**src/rtl/spd_ramp_pkg.sv**
```systemverilog
// Shared types and constants for the spd_ramp slew limiter.
// Build option: ZERO_DWELL_EN enables the zero-speed dwell before reversals.
package spd_ramp_pkg;

   typedef enum logic {
      RUN   = 1'b0,
      DWELL = 1'b1
   } ramp_state_t;

   localparam int SPD_W = 11;
   localparam int TGT_W = 12;

   localparam logic [SPD_W-1:0] SPD_MAX = 11'h7FF;

   // Per-channel debug view of the ramp state machine.
   typedef struct packed {
      ramp_state_t state;
      logic [7:0]  dwell_cnt;
   } chan_dbg_t;

   // Magnitude of a signed command, clipped to the driver's 11-bit range.
   function automatic logic [SPD_W-1:0] sat_mag(input logic [TGT_W-1:0] v);
      logic [TGT_W:0] ext;
      logic [TGT_W:0] m;
      ext = {v[TGT_W-1], v};
      m   = v[TGT_W-1] ? (~ext + 13'd1) : ext;
      return (m > {2'b00, SPD_MAX}) ? SPD_MAX : m[SPD_W-1:0];
   endfunction

endpackage

```
**src/rtl/spd_ramp_chan.sv**
```systemverilog
// One wheel: target register, ramped command, optional reversal dwell,
// and sign/magnitude output mapping. Everything updates only on tick,
// except the target register which loads whenever tgt_vld is high.
// Build option: ZERO_DWELL_EN adds the reversal dwell behaviour.
module spd_ramp_chan
   import spd_ramp_pkg::*;
#(
   parameter int STEP         = 16,
   parameter int DWELL_FRAMES = 4
) (
   input  logic             clk,
   input  logic             rst_n,
   input  logic             tick,
   input  logic             tgt_vld,
   input  logic [TGT_W-1:0] tgt_val,
   output logic [SPD_W-1:0] spd,
   output logic             rev,
   output logic             match,
   output chan_dbg_t        dbg
);

   logic signed [TGT_W-1:0] tgt;
   logic signed [TGT_W-1:0] cur;
   logic signed [TGT_W-1:0] cur_n;
   logic [7:0]              dwell_cnt;
   logic [7:0]              dwell_cnt_n;
   ramp_state_t             state;
   ramp_state_t             state_n;

   logic [TGT_W:0]          diff;
   logic [TGT_W:0]          mag;
   logic [TGT_W:0]          step_amt;
   logic [TGT_W:0]          stepped;
   logic [TGT_W-1:0]        cur_step;
   logic                    rev_hit;

   // Target register: loads on any valid, independent of the frame.
   always_ff @(posedge clk or negedge rst_n) begin
      if (!rst_n) tgt <= '0;
      else if (tgt_vld) tgt <= tgt_val;
   end

   // Step toward target by min(STEP, |tgt-cur|), computed at 13 bits.
   always_comb begin
      diff     = {tgt[TGT_W-1], tgt} - {cur[TGT_W-1], cur};
      mag      = diff[TGT_W] ? (~diff + 13'd1) : diff;
      step_amt = (mag < 13'(STEP)) ? mag : 13'(STEP);
      stepped  = diff[TGT_W] ? ({cur[TGT_W-1], cur} - step_amt)
                             : ({cur[TGT_W-1], cur} + step_amt);
      cur_step = stepped[TGT_W-1:0];
   end

`ifdef ZERO_DWELL_EN
   // Reversal: opposite strict signs and the step lands on or past zero.
   always_comb begin
      rev_hit = (cur != '0) && (tgt != '0) && (tgt[TGT_W-1] != cur[TGT_W-1]) &&
                ((cur_step == '0) || (cur_step[TGT_W-1] != cur[TGT_W-1]));
   end
`else
   // Without the dwell the command ramps straight through zero.
   always_comb begin
      rev_hit = 1'b0;
   end
`endif

   // Next-state logic for the RUN/DWELL machine and the command.
   always_comb begin
      state_n     = state;
      cur_n       = cur;
      dwell_cnt_n = dwell_cnt;
      if (tick) begin
         case (state)
            RUN: begin
               if (rev_hit) begin
                  cur_n       = '0;
                  state_n     = DWELL;
                  dwell_cnt_n = 8'(DWELL_FRAMES);
               end else begin
                  cur_n = cur_step;
               end
            end
            DWELL: begin
               cur_n       = '0;
               dwell_cnt_n = dwell_cnt - 8'd1;
               if (dwell_cnt == 8'd1) state_n = RUN;
            end
            default: state_n = RUN;
         endcase
      end
   end

   // State, command and registered outputs; the match flag compares
   // against the target that was used for this tick's step.
   always_ff @(posedge clk or negedge rst_n) begin
      if (!rst_n) begin
         state     <= RUN;
         cur       <= '0;
         dwell_cnt <= '0;
         spd       <= '0;
         rev       <= 1'b0;
         match     <= 1'b1;
      end else begin
         state     <= state_n;
         cur       <= cur_n;
         dwell_cnt <= dwell_cnt_n;
         if (tick) begin
            spd   <= sat_mag(cur_n);
            rev   <= cur_n[TGT_W-1];
            match <= (state_n == RUN) && (cur_n == tgt);
         end
      end
   end

   assign dbg.state     = state;
   assign dbg.dwell_cnt = dwell_cnt;

endmodule

```
**src/rtl/spd_ramp.sv**
```systemverilog
// Two-wheel slew-rate limiter: shared PWM-frame tick, one ramp channel
// per wheel, and the combined at-target flag.
// Build option: ZERO_DWELL_EN enables the zero-speed dwell before reversals.
module spd_ramp
   import spd_ramp_pkg::*;
#(
   parameter int STEP         = 16,
   parameter int UPD_PERIOD   = 2048,
   parameter int DWELL_FRAMES = 4
) (
   input  logic             clk,
   input  logic             rst_n,
   input  logic [TGT_W-1:0] lft_tgt,
   input  logic [TGT_W-1:0] rght_tgt,
   input  logic             tgt_vld,
   output logic [SPD_W-1:0] lft_spd,
   output logic             lft_rev,
   output logic [SPD_W-1:0] rght_spd,
   output logic             rght_rev,
   output logic             at_tgt,
   output chan_dbg_t        lft_dbg,
   output chan_dbg_t        rght_dbg
);

   localparam int CNT_W = (UPD_PERIOD > 1) ? $clog2(UPD_PERIOD) : 1;
   localparam logic [CNT_W-1:0] LAST = CNT_W'(UPD_PERIOD - 1);

   logic [CNT_W-1:0] frm_cnt;
   logic             tick;
   logic             lft_match;
   logic             rght_match;

   assign tick = (frm_cnt == LAST);

   // Frame counter: 0..UPD_PERIOD-1, tick on the last count.
   always_ff @(posedge clk or negedge rst_n) begin
      if (!rst_n)    frm_cnt <= '0;
      else if (tick) frm_cnt <= '0;
      else           frm_cnt <= frm_cnt + 1'b1;
   end

   spd_ramp_chan #(.STEP(STEP), .DWELL_FRAMES(DWELL_FRAMES)) u_lft (
      .clk     (clk),
      .rst_n   (rst_n),
      .tick    (tick),
      .tgt_vld (tgt_vld),
      .tgt_val (lft_tgt),
      .spd     (lft_spd),
      .rev     (lft_rev),
      .match   (lft_match),
      .dbg     (lft_dbg)
   );

   spd_ramp_chan #(.STEP(STEP), .DWELL_FRAMES(DWELL_FRAMES)) u_rght (
      .clk     (clk),
      .rst_n   (rst_n),
      .tick    (tick),
      .tgt_vld (tgt_vld),
      .tgt_val (rght_tgt),
      .spd     (rght_spd),
      .rev     (rght_rev),
      .match   (rght_match),
      .dbg     (rght_dbg)
   );

   assign at_tgt = lft_match & rght_match;

endmodule

```
**config.mk**
```make
export PLATFORM = sky130hd
export DESIGN_NAME = spd_ramp
export DESIGN_NICKNAME = d
export VERILOG_FILES = /design/src/rtl/spd_ramp_pkg.sv /design/src/rtl/spd_ramp_chan.sv /design/src/rtl/spd_ramp.sv
export SDC_FILE = /design/constraint.sdc
export NUM_CORES = 1
export LEC_CHECK = 0
export CAP_MARGIN = 20
export CELL_PAD_IN_SITES_DETAIL_PLACEMENT = 1
export CELL_PAD_IN_SITES_GLOBAL_PLACEMENT = 1
export CORE_MARGIN = 3
export CORE_UTILIZATION = 47
export CTS_BUF_LIST = sky130_fd_sc_hd__clkbuf_8
export DETAILED_ROUTE_END_ITERATION = 7
export PLACE_DENSITY = 0.83
export SYNTH_ARGS = -nofsm -noshare
export SYNTH_HDL_FRONTEND = slang
export SYNTH_SLANG_ARGS = --single-unit
```
**constraint.sdc**
```tcl
create_clock -name clk -period 7.3 [get_ports clk]
set_input_delay 1.46 -clock clk [delete_from_list [all_inputs] [get_ports clk]]
set_output_delay 1.46 -clock clk [all_outputs]
set_load 0.02 [all_outputs]
```
After elaboration in Yosys (flattened, before gate mapping)
Index checks and enable logic that the tools add are counted.
Cells by class
  reductions and logical operators: 4
  bitwise logic cells: 9
  div/mod/pow operators: 0
  equal/unequal tests: 5
  shifts and indexed selects: 0
  multiply operators: 0
  magnitude comparators: 4
  $add $sub $neg: 13
  mux-type cells: 23
Operators by type and width (number)
  2-to-1 mux 12 bit: 6
  adder 13 x 1 -> 13 bit (second input constant): 4
  2-to-1 mux 13 bit: 4
  inverter 13 bit: 4
  case mux 12 bit (2 select lines): 2
  2-to-1 mux 11 bit: 3
  > comparator 13 x 11 -> 1 bit (second input constant): 2
  less-than comparator 13 x 5 -> 1 bit (second input constant): 2
  subtractor 12 x 12 -> 13 bit: 2
  adder 12 bit: 2
  == test 12 bit: 2
  subtractor 12 bit: 2
  == test 8 x 1 -> 1 bit (second input constant): 2
  2-to-1 mux 8 bit: 2
  subtractor 8 x 1 -> 8 bit (second input constant): 2
  adder 11 x 1 -> 11 bit (second input constant): 1
  == test 11 bit (second input constant): 1
  2-to-1 mux 1 bit: 4
  inverter 1 bit: 4
  case mux 1 bit (2 select lines): 2
  AND reduction 2 bit: 2
  logical AND 1 bit: 2
  bitwise AND 1 bit: 1
Word-level totals
  ROM bits: 0
  latch bits: 0
  logic and storage cells: 73
  memories: 0
  memory bits (writable): 0
  output and inout bits: 43
  register bits after elaboration: 103

Longest topological paths before layout
  depth after elaboration: 15
  depth in mapped cells: 34

Hierarchy
A second synthesis with hierarchy kept.
Unflattened totals
  cell total of the unflattened synthesis: 993
  area total of the unflattened synthesis: 8620.8 µm²
By module, submodules not included
  spd_ramp_chan at u_rght: cells each 480, sequential area each 1152.4 µm², area an instance 4116.4 µm², times used 1
  spd_ramp_chan at u_lft: cells each 465, sequential area each 1152.4 µm², area an instance 3967.6 µm², times used 1
  spd_ramp: cells each 48, sequential area each 275.3 µm², area an instance 536.8 µm², times used 1

Worst setup path before layout
Ideal clock, no wire load.
  path kind: register to register
  start: register u_lft.cur[2]
  end: register u_lft.spd[8]
  arrival time: 6.580 ns
  clock period less this slack: 6.645 ns
  library setup time: 0.065 ns
  stages on the path, launching flop included: 32
  required time: 7.235 ns
  path slack: 0.655 ns
  path buffers: 1
  cell sequence: dfrtp_1 -> inv_1 -> ha_1 -> nor2b_1 -> o31a_1 -> o21a_1 -> o211a_1 -> or2_1 -> buf_2 -> a21o_1 -> o32ai_4 -> nand2_1 -> nor3_2 -> o211ai_1 -> ha_1 -> nand2b_1 -> o21ai_0 -> nand2b_1 -> o211ai_1 -> ha_1 -> nor2b_1 -> o21ai_0 -> a21boi_0 -> nor4_1 -> a21oi_1 -> inv_2 -> nor4_4 -> and3_1 -> nor3_1 -> mux4_2 -> nor2_1 -> o22a_1
On the way
  cells in the longest elaborated chain, start to end: 15
  elaborated cells between the ends (all ways): 16
RTL lines
  from (decl): line spd_ramp_chan.sv:23  | logic signed [TGT_W-1:0] cur;
  from (signal assigned): line spd_ramp_chan.sv:104  | cur <= cur_n;
  subtractor 12 x 12 -> 13 bit: line spd_ramp_chan.sv:45  | diff = {tgt[TGT_W-1], tgt} - {cur[TGT_W-1], cur};
  inverter 13 bit: line spd_ramp_chan.sv:46  | mag = diff[TGT_W] ? (~diff + 13'd1) : diff;
  adder 13 x 1 -> 13 bit: line spd_ramp_chan.sv:46
  2-to-1 mux 13 bit: line spd_ramp_chan.sv:46
  less-than comparator 13 x 5 -> 1 bit: line spd_ramp_chan.sv:47  | step_amt = (mag < 13'(STEP)) ? mag : 13'(STEP);
  2-to-1 mux 12 bit: line spd_ramp_chan.sv:47
  adder 12 bit or subtractor 12 bit (tied branches): line spd_ramp_chan.sv:49, spd_ramp_chan.sv:48
  2-to-1 mux 12 bit *: line spd_ramp_chan.sv:48  | stepped = diff[TGT_W] ? ({cur[TGT_W-1], cur} - step_amt)
  case mux 12 bit (2 select lines) *: line spd_ramp_chan.sv:72  | case (state)
  2-to-1 mux 12 bit *: line spd_ramp_chan.sv:71  | if (tick) begin
  net u_lft.cur_n[4]: line spd_ramp_chan.sv:24  | logic signed [TGT_W-1:0] cur_n;
  inverter 13 bit: line spd_ramp_pkg.sv:26  | m = v[TGT_W-1] ? (~ext + 13'd1) : ext;
  adder 13 x 1 -> 13 bit: line spd_ramp_pkg.sv:26
  2-to-1 mux 13 bit *: line spd_ramp_pkg.sv:26
  > comparator 13 x 11 -> 1 bit: line spd_ramp_pkg.sv:27  | return (m > {2'b00, SPD_MAX}) ? SPD_MAX : m[SPD_W-1:0];
  2-to-1 mux 11 bit *: line spd_ramp_pkg.sv:27
  to (signal assigned): line spd_ramp_chan.sv:107  | spd <= sat_mag(cur_n);
  to (decl): line spd_ramp_chan.sv:16  | output logic [SPD_W-1:0] spd,
The timed path passes the listed nets; every way through them passes the cells marked *.
A chain may end at the register's enable or synchronous reset.

Worst setup path after layout
  start: register u_rght.cur[0]
  end: register u_rght.spd[7]
On the way
  cells in the longest elaborated chain, start to end: 15
  elaborated cells between the ends (all ways): 16
RTL lines (line)
  from (decl): spd_ramp_chan.sv:23
  from (signal assigned): spd_ramp_chan.sv:104
  subtractor 12 x 12 -> 13 bit: spd_ramp_chan.sv:45
  inverter 13 bit: spd_ramp_chan.sv:46
  adder 13 x 1 -> 13 bit: spd_ramp_chan.sv:46
  2-to-1 mux 13 bit: spd_ramp_chan.sv:46
  less-than comparator 13 x 5 -> 1 bit: spd_ramp_chan.sv:47
  2-to-1 mux 12 bit: spd_ramp_chan.sv:47
  adder 12 bit or subtractor 12 bit (tied branches): spd_ramp_chan.sv:49, spd_ramp_chan.sv:48
  2-to-1 mux 12 bit *: spd_ramp_chan.sv:48
  case mux 12 bit (2 select lines) *: spd_ramp_chan.sv:72
  2-to-1 mux 12 bit *: spd_ramp_chan.sv:71
  net u_rght.cur_n[3]: spd_ramp_chan.sv:24
  inverter 13 bit: spd_ramp_pkg.sv:26
  adder 13 x 1 -> 13 bit: spd_ramp_pkg.sv:26
  2-to-1 mux 13 bit *: spd_ramp_pkg.sv:26
  > comparator 13 x 11 -> 1 bit: spd_ramp_pkg.sv:27
  2-to-1 mux 11 bit *: spd_ramp_pkg.sv:27
  to (signal assigned): spd_ramp_chan.sv:107
  to (decl): spd_ramp_chan.sv:16
Marked as above.

==> results_dict.tcl <==
set metrics [dict create \
    combPwrFrac_pct 36.8 \
    layout-drive-gt1-share_pct 13.1 \
    initial_utilization_pct 48.1 \
    clock-sinks 103 \
    core_region_area_mm2 0.0188 \
    p_per_area_mw_per_mm2 150 \
    fin_crit_sh_pct 95.3 \
    async_flop_share_pct 100 \
    htreeDepth 3 \
    worst_pin_slew_ps 832 \
    drv_slew 0 \
    crit_path_end "u_rght.spd[7]" \
    syn_to_final_growth_pct 15.8 \
    period_minus_slack_ps 6950 \
    setup_violations 0 \
    drt-total-wl_mm 28.5 \
    worstSetupPathType "reg -> reg" \
    slowest_stage "or4_1" \
    power.internal_mw 0.961 \
    vdd_drop_max_mv 0.0824 \
    syn_inst 1070 \
    hpwl_mm 21.7 \
    status "completed" \
    ant_nets 0 \
    final_cell_mix "101 x dfrtp_1, 98 x nand2_1, 90 x nor2_1, 68 x clkdlybuf4s50_1, 64 x inv_1" \
    synth_area_mm2 0.00905 \
    grt_overflow 0 \
    cts_max_path_buffers 2 \
    rsz0062_at_grt "yes" \
    synthesis.nets 1158 \
    die_width_um 145 \
    power_mw 1.57 \
    arrival_ps 7280 \
    clock_skew_ps 22.2 \
    slowest_delay_ps 590 \
    p_sw_mw 0.607 \
    ys_seq_area_share_pct 28.5 \
    r2r_end "u_rght.spd[7]" \
    vias 8662 \
    p_clk_share_pct 24.5 \
    vias_per_cell 6.14 \
    root_buffer "clkbuf_8" \
    ys_seq_elements 103 \
    clk_pin_slew_ps 120 \
    hold_viol_final 0 \
    fp.dieArea_mm2 0.0210 \
    start_kind "register" \
    nets 1233 \
    syn_avg_cell_area_um2 8.46 \
    die_h_um 145 \
    hold_path_class "reg -> reg" \
    worstRegToRegCells 30 \
    num_antenna_cells 0 \
    initialDrtViolationCount 480 \
    gp_congestion 0.956 \
    grt_pass1_wl_mm 45.2 \
    first_pass_iters 5 \
    cp-startpoint "u_rght.cur[0]" \
    drc 0 \
    p_leak_nw 4.49 \
    reg2reg_from "u_rght.cur[0]" \
    io_pins 70 \
    cap_violations 0 \
    setup_ws_ps 347 \
    grt_max_degree 55 \
    p_seq_share_pct 38.8 \
    final_common_cell "dfrtp_1" \
    grt_pass1_vias 8883 \
    tritoncts "done" \
    clock.fmax_mhz 144 \
    swShare_pct 38.7 \
    grtUsageTotal_pct 26.9 \
    cts-buffers-inserted 9 \
    rows 50 \
    relSlewSlack_pct 44.6 \
    cp_max_fo 10 \
    cts_hold_buffers 0 \
    required_ps 7630 \
    synth_edf_count 0 \
    synth_flop_cell "dfrtp_1" \
    clk-insertion-delay-late_ps 400 \
    synth.distinct_cells 97 \
    port-buffer-count 69 \
    pre_cts_slack_ps 136 \
    wire_per_inst_um 20.2 \
    r2r_slack_ps 350 \
    end_kind "register" \
    yosysWarnings 0 \
    antenna_found_initial 0 \
]
sequential cells by signal (all words and copies together) (netlist names), 8 cells and up:
name,count
u_lft.spd,11
frm_cnt,11
u_rght.cur,12
u_lft.tgt,12
u_rght.tgt,12
u_rght.dwell_cnt,8
u_lft.cur,12
u_rght.spd,11
u_lft.dwell_cnt,8
logic make-up (layout without fill, tap and decap cells):
kind of cell    count (synthesis)  count (layout)  share of synthesized area [%]
simple gates                  419             420                           24.0
compound gates                268             268                           21.1
buf+inv                       110             189                           5.18
flops                         103             103                           28.5
xor+xnor                       71              71                           6.95
fa+ha+maj                      61              61                           8.76
mux                            38              38                           5.45
cell usage after synthesis, types with 8 or more instances:
library cell	number	area, um2
mux2_2	19	214
xor2_1	31	272
and3_1	12	75.1
a31oi_1	15	93.8
nor4_1	9	56.3
xnor2_1	39	342
nand3_1	37	185
or3_1	8	50.1
nand4_1	17	106
nand2b_1	12	75.1
a2111oi_0	8	70.1
or2_2	9	56.3
inv_1	64	240
a21oi_1	51	255
nor2_1	90	338
o211ai_1	13	97.6
o31a_1	8	70.1
dfrtp_1	101	2530
a211oi_1	10	75.1
o21ai_0	48	240
clkbuf_1	29	109
o21a_1	17	128
nor2b_1	19	119
nor3_1	49	245
ha_1	57	713
a21o_1	13	97.6
nand2_1	98	368
mux2i_1	10	100
and2_1	10	62.6
area by class of cell:
type	instances	area, um2
clock inverters	6	56.3
repair buffers	106	970
fillers	2255	8350
inverters	67	253
clock buffers	10	138
flip-flops and latches	103	2580
multi-input cells	858	6160
well taps	260	325
power by group through the flow:
| stage | Sequential (mW) | Clock [mW] | Combinational [mW] |
|---|---|---|---|
| 2_1_floorplan | 0.609 | 0 | 0.420 |
| 3_3_place_gp | 0.618 | 0 | 0.531 |
| 3_5_place_dp | 0.619 | 0 | 0.545 |
| 4_1_cts | 0.608 | 0.390 | 0.549 |
| 5_1_grt | 0.610 | 0.412 | 0.635 |
| 6_report | 0.608 | 0.384 | 0.576 |
worst min-delay path by stage:
stage | startpoint | cells after the start | endpoint
2_1_floorplan | u_rght.match | 2 | u_rght.match
3_3_place_gp | u_rght.spd[1] | 2 | u_rght.spd[1]
3_5_place_dp | frm_cnt[8] | 1 | frm_cnt[8]
4_1_cts | frm_cnt[8] | 1 | frm_cnt[8]
5_1_grt | u_rght.dwell_cnt[5] | 1 | u_rght.dwell_cnt[5]
6_report | u_rght.match | 2 | u_rght.match
worst max-delay path: cells and delay by family (launching register included):
kind	cells	cell delay, ps
AO/OA/AOI/OAI	8	1810
XOR/XNOR	1	140
adder cells (fa/ha/maj)	4	1190
buffers and inverters	3	270
flip-flops	1	420
multiplexers	2	420
AND/OR/NAND/NOR	12	2620
layer usage:
metal	track usage [%]	vias to the layer above	wire length [um]
li1	-	4070	-
met3	3.88	61	957
met1	32.8	4316	12100
met2	49.2	215	14700
met4	7.56	0	774
met5	0	-	0
metrics by stage:
stage	instance area (um2)	setup TNS, ps	hold slack, ps	utilization (%)	std cells
finish	10500	0	498	55.7	1410
global route	10500	-549	522	55.7	1410
CTS	10300	0	500	54.5	1401
detailed placement	10100	0	479	53.5	1385
global placement	10100	0	462	53.5	1385
floorplan	9050	0	454	-	1070
what timing repair did:
action,4_1_cts,5_1_grt
setup buffers,0,7
gates resized for setup,0,35
endpoints found under the setup margin,0,25
(Power assumes the default switching activity.)
